==> config.mk <==
export PLATFORM = sky130hd
export DESIGN_NAME = dmem_arbiter
export DESIGN_NICKNAME = d
export VERILOG_FILES = /design/src/rtl/dmem_arb_pkg.sv /design/src/rtl/dmem_arbiter_rr_arb2.sv /design/src/rtl/dmem_arbiter.sv
export SDC_FILE = /design/constraint.sdc
export NUM_CORES = 1
export LEC_CHECK = 0
export BUFFER_PORTS_ARGS = -buffer_cell sky130_fd_sc_hd__buf_2
export CELL_PAD_IN_SITES_DETAIL_PLACEMENT = 2
export CELL_PAD_IN_SITES_GLOBAL_PLACEMENT = 2
export CORE_AREA = 2 2 163 165
export CTS_CLUSTER_DIAMETER = 50
export DETAILED_ROUTE_END_ITERATION = 16
export DIE_AREA = 0 0 165 167
export PLACE_DENSITY_LB_ADDON = 0.1
export SLEW_MARGIN = 5
export SYNTH_ARGS = -nofsm -noshare
export SYNTH_HDL_FRONTEND = slang
export SYNTH_SLANG_ARGS = --single-unit
==> constraint.sdc <==
create_clock -name clk -period 2.2 [get_ports clk]
set_clock_uncertainty 0.15 [all_clocks]
set_input_delay 0.11 -clock clk [delete_from_list [all_inputs] [get_ports clk]]
set_output_delay 0.11 -clock clk [all_outputs]
set_load 0.02 [all_outputs]
==> src/rtl/dmem_arb_pkg.sv <==
// Shared types and default constants for the dual-core data-memory arbiter.
package dmem_arb_pkg;

  localparam int unsigned DEF_AW      = 32;
  localparam int unsigned DEF_DW      = 32;
  localparam int unsigned DEF_TIMEOUT = 64;
  localparam int unsigned DEF_CW      = 16;

  typedef enum logic [1:0] {
    IDLE = 2'd0,
    BUSY = 2'd1,
    RESP = 2'd2
  } state_t;

  // Core index: 0 = core0, 1 = core1
  typedef logic grant_id_t;

endpackage

==> src/rtl/dmem_arbiter_rr_arb2.sv <==
// Two-way round-robin picker: on a tie the core not granted last time wins.
module rr_arb2
  import dmem_arb_pkg::*;
(
  input  logic [1:0] req,
  input  grant_id_t  last_grant,
  output logic       gnt_valid,
  output grant_id_t  gnt_id,
  output logic       both_req
);

  // Pick a winner from the current request pair
  always_comb begin
    gnt_valid = |req;
    both_req  = &req;
    if (both_req) begin
      gnt_id = ~last_grant;
    end else begin
      gnt_id = req[1];
    end
  end

endmodule

==> src/rtl/dmem_arbiter.sv <==
// Shares one single-port data memory between two cores: round-robin grant,
// request/ready handshake to memory, one-cycle ack back, timeout and a
// saturating contention counter.
module dmem_arbiter
  import dmem_arb_pkg::*;
#(
  parameter int unsigned AW      = DEF_AW,
  parameter int unsigned DW      = DEF_DW,
  parameter int unsigned TIMEOUT = DEF_TIMEOUT,
  parameter int unsigned CW      = DEF_CW
) (
  input  logic          clk,
  input  logic          rst_n,
  input  logic          c0_req,
  input  logic          c0_we,
  input  logic [AW-1:0] c0_addr,
  input  logic [DW-1:0] c0_wdata,
  output logic [DW-1:0] c0_rdata,
  output logic          c0_ack,
  output logic          c0_err,
  output logic          c0_stall,
  input  logic          c1_req,
  input  logic          c1_we,
  input  logic [AW-1:0] c1_addr,
  input  logic [DW-1:0] c1_wdata,
  output logic [DW-1:0] c1_rdata,
  output logic          c1_ack,
  output logic          c1_err,
  output logic          c1_stall,
  output logic          mem_req,
  output logic          mem_we,
  output logic [AW-1:0] mem_addr,
  output logic [DW-1:0] mem_wdata,
  input  logic [DW-1:0] mem_rdata,
  input  logic          mem_ready,
  output logic [CW-1:0] contention_cnt
);

  // Counter only needs to reach TIMEOUT-1
  localparam int unsigned TW = (TIMEOUT > 2) ? $clog2(TIMEOUT) : 1;

  state_t          state, state_nxt;
  grant_id_t       last_grant;
  logic [TW-1:0]   tcnt;
  logic            resp_err;
  logic            timeout_hit;
  logic [DW-1:0]   rsp_data;

  logic            gnt_valid;
  grant_id_t       gnt_id;
  logic            both_req;

  rr_arb2 u_rr (
    .req        ({c1_req, c0_req}),
    .last_grant (last_grant),
    .gnt_valid  (gnt_valid),
    .gnt_id     (gnt_id),
    .both_req   (both_req)
  );

  // Timeout detection and the data returned to the core on completion
  always_comb begin
    timeout_hit = (TIMEOUT != 0) && (tcnt == TW'(TIMEOUT - 1));
    rsp_data    = (mem_ready && !mem_we) ? mem_rdata : '0;
  end

  // State register
  always_ff @(posedge clk) begin
    if (!rst_n) begin
      state <= IDLE;
    end else begin
      state <= state_nxt;
    end
  end

  // Next-state logic
  always_comb begin
    state_nxt = state;
    case (state)
      IDLE:    if (gnt_valid) state_nxt = BUSY;
      BUSY:    if (mem_ready || timeout_hit) state_nxt = RESP;
      RESP:    state_nxt = IDLE;
      default: state_nxt = IDLE;
    endcase
  end

  // Grant capture, memory handshake, response capture and counters
  always_ff @(posedge clk) begin
    if (!rst_n) begin
      last_grant     <= 1'b1;
      mem_req        <= 1'b0;
      mem_we         <= 1'b0;
      mem_addr       <= '0;
      mem_wdata      <= '0;
      tcnt           <= '0;
      resp_err       <= 1'b0;
      c0_rdata       <= '0;
      c1_rdata       <= '0;
      contention_cnt <= '0;
    end else begin
      case (state)
        IDLE: begin
          if (gnt_valid) begin
            last_grant <= gnt_id;
            mem_req    <= 1'b1;
            mem_we     <= gnt_id ? c1_we    : c0_we;
            mem_addr   <= gnt_id ? c1_addr  : c0_addr;
            mem_wdata  <= gnt_id ? c1_wdata : c0_wdata;
            if (both_req && (contention_cnt != '1)) begin
              contention_cnt <= contention_cnt + 1'b1;
            end
          end
        end
        BUSY: begin
          tcnt <= tcnt + 1'b1;
          // mem_ready wins over a same-cycle timeout
          if (mem_ready || timeout_hit) begin
            mem_req  <= 1'b0;
            resp_err <= !mem_ready;
            if (last_grant) c1_rdata <= rsp_data;
            else            c0_rdata <= rsp_data;
          end
        end
        RESP: begin
          tcnt <= '0;
        end
        default: begin
          tcnt <= '0;
        end
      endcase
    end
  end

  // Ack/err routed to the granted core; stall is purely combinational
  always_comb begin
    c0_ack   = (state == RESP) && (last_grant == 1'b0);
    c1_ack   = (state == RESP) && (last_grant == 1'b1);
    c0_err   = c0_ack & resp_err;
    c1_err   = c1_ack & resp_err;
    c0_stall = c0_req & ~c0_ack;
    c1_stall = c1_req & ~c1_ack;
  end

endmodule

==> results.json, run 1 <==
{
  "outcome": "complete, but fails checks",
  "violations": "setup timing",
  "pwr-share-clk_pct": 38.8,
  "hold_depth": 4,
  "place_congestion": 0.703,
  "timing.final.crit_share_pct": 101,
  "synth_area_um2": 6630,
  "antenna_found_initial": 3,
  "synth_xor_area_share_pct": 0.529,
  "clock_sinks": 156,
  "hp-start": "c1_req",
  "start_kind": "flip-flop",
  "first_global_vias": 7731,
  "holdPathEnd": "contention_cnt[11]",
  "period_minus_slack_ns": 2.22,
  "grt_first_pass_wirelength_mm": 42.7,
  "numCtsBuffers": 17,
  "hold_viol": 0,
  "hold_path_class": "in2reg",
  "grt_start_max_net_pins": 74,
  "grt_use_total_pct": 19.9,
  "yosys-top-cells-area": "dfxtp_1 47%, mux2i_1 21%, a211oi_1 7.8%",
  "peakVddDrop_mv": 0.423,
  "synth_compound_area_share_pct": 10.7,
  "overflow": 0,
  "drive_above_1_share_pct": 32.9,
  "internal_power_uw": 5390,
  "ant_nets": 0,
  "port_buffers": 318,
  "synthMuxAreaShare_pct": 20.8,
  "combPwrFrac_pct": 21.2,
  "final_core_util_pct": 42.6,
  "syn2layout_area_growth_pct": 65.7,
  "synth_top_family_by_area": "multiplexers",
  "nNetsFinal": 1336,
  "synth_area_leader_cell": "dfxtp_1",
  "preCtsSetupSlack_ns": 0.206,
  "swShare_pct": 30.5,
  "clkLatencyLatePin_ns": 0.42,
  "dp_cells": 1311,
  "relSlewSlack_pct": 61.0,
  "whs_ns": 0.288,
  "setup.worst_path.end_class": "flip-flop",
  "power_density_nw_per_um2": 706,
  "root_buffer": "clkbuf_16",
  "synth-edff-count": 0,
  "rows": 59,
  "power_leakage_uw": 0.00508,
  "avgSynthCellArea_um2": 9.56,
  "rrSetupSlack_ns": -0.02,
  "dp_hpwl_mm": 17.8,
  "vias": 7058,
  "post_drt_wl_per_cell_um": 19.3,
  "cp.arrival_ns": 2.36,
  "die-area_um2": 27600,
  "synthTopCellsByCount": "156 x dfxtp_1, 138 x mux2i_1, 114 x nand2_1, 73 x nor2_1, 69 x a211oi_1",
  "reg2reg_to": "mem_addr[10]",
  "worst-slew-pin-transition_ns": 0.585,
  "start_util_pct": 25.7,
  "first_iter_violations": 174,
  "ys_warn_count": 0,
  "synth_cells": 693,
  "worstSetupPathType": "reg2reg",
  "synth-simple-area-share_pct": 16.1,
  "synth_nets": 862,
  "synthAdderAreaFrac_pct": 0.378,
  "die_y_um": 167,
  "required_ns": 2.34,
  "vias_per_cell": 4.65,
  "yosysTopAreaCellShare_pct": 47.1,
  "synthArstFlopShare_pct": 0,
  "cts_buffer_depth": 2,
  "ys.flop_type": "dfxtp_1",
  "pin_count": 319,
  "reg2regPathDepth": 6,
  "setup_ws_ns": -0.0186,
  "cap_violations": 0,
  "htree_levels": 4,
  "maxSlewViolCount": 0,
  "synth_seq_cells": 156,
  "synth_cell_type_count": 43,
  "stdcell_count": 1517,
  "seq_area_frac_synth_pct": 47.1,
  "core_area_um2": 25800,
  "crit_path_max_fanout": 15,
  "n_fill_cell": 2831,
  "drc": 0,
  "fp.dieW_um": 165,
  "p_switching_uw": 2360,
  "synth.most_common_cell": "dfxtp_1",
  "max_clock_freq_ghz": 0.451,
  "wirelength_mm": 29.2,
  "seqPwrFrac_pct": 40.0,
  "timing.rr.start": "last_grant",
  "cts_tree": "done",
  "clkTransAtPathRegs_ns": 0.07,
  "drt-pass1-iter-count": 4,
  "setup-violations-final": 1
}
[critical path, cell delays in order (launching register included)]
cell and delay (ns):
dfxtp_2 0.38, a21boi_4 0.20, buf_12 0.13, buf_12 0.16
mux2i_1 0.10, dlygate4sd3_1 0.57, a211oi_1 0.38
[worst max path at each step]
stage,from,endpoint,slack (ns),depth (start not counted)
after CTS,last_grant,mem_addr[26],0.01,5
after detailed placement,contention_cnt[0],contention_cnt[15],0.21,6
after global placement,contention_cnt[0],contention_cnt[15],0.26,6
after global routing,last_grant,mem_addr[10],-0.12,6
after floorplan,contention_cnt[0],contention_cnt[13],0.25,6
final,last_grant,mem_addr[10],-0.02,6
[cells in the final DEF, fill, tap and decap left out, types with 4 or more instances in the layout]
cell and n:
a211oi_1 67, a21oi_1 14, and2_1 4, buf_12 8, buf_2 318, buf_4 13
clkbuf_16 20, dfxtp_1 155, dlygate4sd3_1 165, inv_1 5, inv_6 7, mux2i_1 138
nand2_1 114, nand2b_1 7, nand4_1 6, nor2_1 72, o31ai_1 5, or4_1 6
[registers in the layout (all words and copies together) (netlist names)]
name,count
last_grant,1
c0_rdata,32
mem_wdata,32
c1_rdata,32
mem_req,1
contention_cnt,16
resp_err,1
tcnt,6
mem_addr,32
mem_we,1
state,2
[cell type report]
type                       count  area, µm²  area share (%)
antenna                        2       5.00          0.0456
clock buffer                  18        439            4.00
inverter                       6       22.5           0.205
tap                          335        419            3.82
multi-input combinational    479       3240            29.5
sequential                   156       3120            28.5
timing repair buffer         507       3580            32.6
clock inverter                14        148            1.35
[logic make-up (layout without fill, tap and decap cells)]
family          after synthesis  after routing
fa+ha+maj                     2              2
other cells                   0              2
flops                       156            156
mux                         138            138
simple gates                236            236
compound gates               99             99
buf+inv                      58            545
xor+xnor                      4              4
[power groups by stage]
stage	sequential [µW]	combinational (µW)	clock (µW)
floorplan	3340	554	0
global placement	3150	1260	0
detailed placement	3160	1280	0
CTS	3090	1560	3120
global route	3120	1780	3240
finish	3100	1640	3010
[metal layers]
layer  global-route usage [%]  vias up  wire length (µm)
met5                        0        -                13
met4                     7.98        2               716
met3                     6.20       41              2370
met2                     35.5      243             14800
met1                     21.7     3383             11400
li1                         -     3389                 -
[what timing repair did]
action | 4_1_cts | 5_1_grt
resized for setup | 0 | 3
buffers inserted | 0 | 4
hold buffers | 165 | 0
endpoints found under the hold margin | 135 | 0
endpoints found under the setup margin | 0 | 35
[metrics by stage]
| step | cell area, µm² | total power, µW | TNS (ns) |
|---|---|---|---|
| final | 11000 | 7750 | -0.0186 |
| after global routing | 11000 | 8140 | -0.217 |
| after CTS | 10800 | 7770 | 0 |
| after detailed placement | 8600 | 4440 | 0 |
| after global placement | 8600 | 4410 | 0 |
| after floorplan | 6630 | 3900 | 0 |
Power figures use the tool's default switching activity.
==> run 2, diff against run 1 <==
--- a/config.mk
+++ b/config.mk
@@ -13,6 +13,7 @@
 export DETAILED_ROUTE_END_ITERATION = 16
 export DIE_AREA = 0 0 165 167
 export PLACE_DENSITY_LB_ADDON = 0.1
+export RECOVER_POWER = 25
 export SLEW_MARGIN = 5
 export SYNTH_ARGS = -nofsm -noshare
 export SYNTH_HDL_FRONTEND = slang
==> run 2 against run 1 <==
  * The run still ends with setup timing left
  * Critical endpoint unchanged
  * Fmax shrank 0.96%
  * Final cell count unchanged
  * Sequential power hardly changed
  * Count of clock-buffer cells in the layout is the same
  * Flip-flop and latch count unchanged
  * Clock power barely moved
  * Largest cell class unchanged
  * Combinational power hardly changed
  * Sequential share of layout area grew 0.25 points
==> results.json, run 2 (synthesized netlist as in run 1, its figures left out) <==
{
  "die_y_um": 167,
  "setup_ws_ns": -0.0402,
  "violations": "setup timing",
  "mostFrequentLayoutCells": "242 x buf_2, 165 x dlygate4sd3_1, 155 x dfxtp_1",
  "maxSlewViolCount": 0,
  "numCtsBuffers": 17,
  "post_drt_wl_per_cell_um": 19.3,
  "max_clock_freq_ghz": 0.446,
  "n_fill_cell": 2862,
  "pin_count": 319,
  "fp.dieW_um": 165,
  "start_kind": "flip-flop",
  "place_congestion": 0.703,
  "root_buffer": "clkbuf_16",
  "power_leakage_uw": 0.00478,
  "final_common_cell": "buf_2",
  "setup-violations-final": 1,
  "final_core_util_pct": 42.2,
  "multiInputGateArea_um2": 3240,
  "hold_viol": 0,
  "cts_tree": "done",
  "cts_buffer_depth": 2,
  "drive_above_1_share_pct": 26.4,
  "port_buffers": 318,
  "worst-slew-pin-transition_ns": 0.585,
  "dp_hpwl_mm": 17.8,
  "regArea_um2": 3120,
  "grt_first_pass_wirelength_mm": 42.7,
  "first_global_vias": 7731,
  "cap_violations": 0,
  "vias_per_cell": 4.66,
  "overflow": 0,
  "htree_levels": 4,
  "period_minus_slack_ns": 2.24,
  "peakVddDrop_mv": 0.428,
  "grt_start_max_net_pins": 74,
  "power_density_nw_per_um2": 710,
  "crit_path_max_fanout": 15,
  "relSlewSlack_pct": 61.0,
  "rows": 59,
  "setup.worst_path.end_class": "flip-flop",
  "required_ns": 2.34,
  "dp_cells": 1311,
  "first_iter_violations": 187,
  "drt-pass1-iter-count": 4,
  "grt_use_total_pct": 19.9,
  "nNetsFinal": 1336,
  "clock_sinks": 156,
  "timing.final.crit_share_pct": 102,
  "cp.arrival_ns": 2.38,
  "clkLatencyLatePin_ns": 0.43,
  "ant_nets": 0,
  "stdcell_count": 1517,
  "die-area_um2": 27600,
  "whs_ns": 0.283,
  "worstSetupPathType": "reg2reg",
  "outcome": "complete, but fails checks",
  "core_area_um2": 25800,
  "clkTransAtPathRegs_ns": 0.07,
  "hold_path_class": "in2reg",
  "wirelength_mm": 29.3,
  "drc": 0,
  "antenna_found_initial": 3,
  "preCtsSetupSlack_ns": 0.206,
  "vias": 7074,
  "start_util_pct": 25.7,
  "syn2layout_area_growth_pct": 64.2
}
-- run 2: changes by cell type in the layout (fill, tap and decap cells not counted) --
cell      before  now
clkbuf_1       0   76
buf_2        318  242
-- run 2: final timing paths --
path                     start            endpoint  slack (ns)  cells after the start
setup reg to reg    last_grant        mem_addr[10]       -0.04                      6
setup / recovery    last_grant        mem_addr[10]       -0.04                      6
hold / removal          c1_req  contention_cnt[11]        0.28                      4
hold reg to reg   c0_rdata[12]        c0_rdata[12]        0.31                      2
-- run 2: area by class of cell --
type	count	area share, %
timing repair buffer	507	32.0
multi-input combinational	479	29.8
sequential	156	28.7
clock buffer	18	4.04
tap	335	3.85
clock inverter	14	1.36
inverter	6	0.207
antenna	2	0.0460
-- run 2: what timing repair did --
item | CTS | global route
endpoints found under the setup margin | 0 | 35
hold endpoints to repair | 135 | 0
setup buffers | 0 | 4
resized for setup | 0 | 3
hold buffers | 165 | 0
-- run 2: metrics by stage --
stage	total power, µW	TNS [ns]	area, µm²
floorplan	3900	0	6630
global placement	4410	0	8600
detailed placement	4440	0	8600
CTS	7770	0	10800
global route	8110	-0.217	10900
finish	7730	-0.0402	10900
-- run 2: critical path, stage by stage, from the launching register on --
cell and delay [ns]:
dfxtp_2 0.38, a21boi_4 0.21, buf_12 0.13, buf_12 0.16, mux2i_1 0.10, dlygate4sd3_1 0.57, a211oi_1 0.39
-- run 2: report_power, final --
group	internal (µW)	switching [µW]
sequential	3000	103
combinational	722	897
clock	1640	1370
total	5360	2370
-- run 2: metal layers --
metal / GRT usage (%) / wire (µm) / up-vias / part of all wire (%)
met5: 0 / 13 / - / 0.044
met4: 7.98 / 704 / 2 / 2.4
met3: 6.20 / 2250 / 41 / 7.7
met2: 35.5 / 14800 / 238 / 50
met1: 21.7 / 11600 / 3408 / 39
li1: - / - / 3385 / -
==> run 3, diff against run 2 <==
--- a/config.mk
+++ b/config.mk
@@ -6,7 +6,7 @@
 export NUM_CORES = 1
 export LEC_CHECK = 0
 export BUFFER_PORTS_ARGS = -buffer_cell sky130_fd_sc_hd__buf_2
-export CELL_PAD_IN_SITES_DETAIL_PLACEMENT = 2
+export CELL_PAD_IN_SITES_DETAIL_PLACEMENT = 1
 export CELL_PAD_IN_SITES_GLOBAL_PLACEMENT = 2
 export CORE_AREA = 2 2 163 165
 export CTS_CLUSTER_DIAMETER = 50
@@ -17,4 +17,5 @@
 export SLEW_MARGIN = 5
 export SYNTH_ARGS = -nofsm -noshare
 export SYNTH_HDL_FRONTEND = slang
+export SYNTH_HIERARCHICAL = 1
 export SYNTH_SLANG_ARGS = --single-unit
==> run 3 against run 2 <==
  * The run now ends clean
  * Power is 1.9% lower
  * Synthesized area is 0.30% lower
  * Sequential share of layout area is 0.096 points higher
  * Critical path type unchanged
  * First-iteration DRC count is 2.1% higher
  * Via count is 4.9% lower
  * Final area is 0.33% lower
  * Register-to-register slack better by 0.19 ns
  * Sequential power hardly changed
  * Critical path depth stayed put
  * Combinational power is 7% lower
==> results.json, run 3 <==
{
  "drc": 0,
  "grt_setup_unrepaired": "false",
  "relSlewSlack_pct": 61.3,
  "seq_area_frac_synth_pct": 47.3,
  "internal_power_uw": 5310,
  "combPwrFrac_pct": 19.7,
  "synth_area_um2": 6610,
  "grt_first_pass_wirelength_mm": 36.5,
  "synth_seq_cells": 156,
  "numCtsBuffers": 17,
  "hp-start": "c1_req",
  "first_iter_violations": 191,
  "setup_ws_ns": 0.154,
  "synth_nets": 861,
  "root_buffer": "clkbuf_16",
  "first_global_vias": 6972,
  "yosys-top-cells-area": "dfxtp_1 47%, mux2i_1 21%, a211oi_1 8.0%",
  "drt-pass1-iter-count": 4,
  "start_util_pct": 25.6,
  "clkTransAtPathRegs_ns": 0.07,
  "avgSynthCellArea_um2": 9.54,
  "synth_cells": 692,
  "antenna_found_initial": 0,
  "period_minus_slack_ns": 2.05,
  "final_common_cell": "buf_2",
  "setup-tns-final_ns": 0,
  "pwr-share-clk_pct": 39.6,
  "preCtsSetupSlack_ns": 0.223,
  "timing.final.crit_share_pct": 93.0,
  "synthTopCellsByCount": "156 x dfxtp_1, 141 x mux2i_1, 114 x nand2_1, 74 x nor2_1, 70 x a211oi_1",
  "ant_nets": 0,
  "mostFrequentLayoutCells": "244 x buf_2, 164 x dlygate4sd3_1, 155 x dfxtp_1",
  "synth-edff-count": 0,
  "crit_path_max_fanout": 38,
  "peakVddDrop_mv": 0.436,
  "grt_use_total_pct": 16.7,
  "post_drt_wl_per_cell_um": 15.6,
  "hold_path_class": "in2reg",
  "n_fill_cell": 3065,
  "seqPwrFrac_pct": 40.7,
  "synth_cell_type_count": 50,
  "vias": 6725,
  "ys.flop_type": "dfxtp_1",
  "setup.worst_path.end_class": "flip-flop",
  "diodes": 0,
  "worstSetupPathType": "reg2reg",
  "core_area_um2": 25800,
  "clkLatencyLatePin_ns": 0.43,
  "wirelength_mm": 23.6,
  "htree_levels": 4,
  "drive_above_1_share_pct": 26.5,
  "nNetsFinal": 1333,
  "power_density_nw_per_um2": 699,
  "die-area_um2": 27600,
  "power_leakage_uw": 0.00473,
  "grt_start_max_net_pins": 81,
  "required_ns": 2.42,
  "cts_buffer_depth": 2,
  "synth.most_common_cell": "dfxtp_1",
  "clock_sinks": 156,
  "vias_per_cell": 4.45,
  "place_congestion": 0.730,
  "synthArstFlopShare_pct": 0,
  "whs_ns": 0.232,
  "fp.dieW_um": 165,
  "yosysTopAreaCellShare_pct": 47.3,
  "hold_viol": 0,
  "cts_tree": "done",
  "rows": 59,
  "die_y_um": 167,
  "cp.arrival_ns": 2.27,
  "worst-slew-pin-transition_ns": 0.565,
  "ys_warn_count": 6,
  "syn2layout_area_growth_pct": 64.2,
  "pin_count": 319,
  "timing.rr.start": "state[0]",
  "worstSetupStartpoint": "state[0]",
  "max_clock_freq_ghz": 0.489,
  "synth_area_leader_cell": "dfxtp_1",
  "cap_violations": 0,
  "outcome": "finished, final reports clean",
  "port_buffers": 318,
  "swShare_pct": 30.0,
  "start_kind": "flip-flop",
  "overflow": 0,
  "setup-violations-final": 0,
  "maxSlewViolCount": 0,
  "p_switching_uw": 2280,
  "dp_hpwl_mm": 15.8
}
==> run 3: worst paths after layout <==
kind                            cells after the start  slack, ns                end
worst max-delay path                                6       0.15       mem_addr[14]
worst min-delay path                                5       0.23  contention_cnt[7]
worst max register to register                      6       0.15       mem_addr[14]
worst min register to register                      2       0.31       c1_rdata[31]
==> run 3: layout make-up <==
type | count | area (µm²) | area share [%]
Inverter | 4 | 15.0 | 0.138
Timing Repair Buffer | 503 | 3420 | 31.5
Multi-Input combinational cell | 482 | 3270 | 30.2
Clock buffer | 17 | 425 | 3.92
Tap cell | 335 | 419 | 3.86
Clock inverter | 15 | 171 | 1.58
Sequential cell | 156 | 3120 | 28.8
==> run 3: logic make-up after synthesis <==
family                     Yosys count  share of synthesized area [%]
AOI/OAI and AO/OA                   94                           10.4
adders and majority gates            2                          0.379
buffers and inverters               54                           3.56
DFF                                156                           47.3
xor gates and xnor gates             4                          0.531
and+or+nand+nor                    241                           16.5
muxes                              141                           21.4
==> run 3: timing repair <==
item | in CTS | in global routing
resized for setup | 0 | 1
hold endpoints to repair | 137 | 0
setup endpoints to repair | 0 | 5
buffers inserted | 0 | 1
hold buffers | 164 | 0
==> run 3: through the flow <==
stage          std cells  util, %  total power [µW]  area [µm²]
4_1_cts             1510     42.3              7740       10900
5_1_grt             1512     42.1              7980       10800
3_5_place_dp        1314     33.6              4430        8670
6_report            1512     42.1              7580       10800
3_3_place_gp        1314     33.6              4420        8670
2_1_floorplan        692        -              3890        6610
==> run 3: metal layers <==
metal	up-vias	wire length, µm	GRT usage [%]	share of wire, %
li1	3384	-	-	-
met1	3117	9810	19.4	42
met2	189	11800	29.0	50
met3	35	1490	5.16	6.3
met4	0	548	5.71	2.3
met5	-	0	0	0
==> run 3: power by group through the flow <==
stage               Clock [µW]  Combinational [µW]  Sequential [µW]
finish                    3000                1500             3090
global route              3230                1640             3110
CTS                       3130                1530             3090
detailed placement           0                1280             3150
global placement             0                1270             3140
floorplan                    0                 543             3340
==> run 3: worst max-delay path: stages, from the launching register on <==
cell,delay (ns)
dfxtp_1,0.31
buf_4,0.18
nor3b_4,0.25
buf_12,0.25
nor2_1,0.06
a211oi_1,0.22
dlygate4sd3_1,0.58
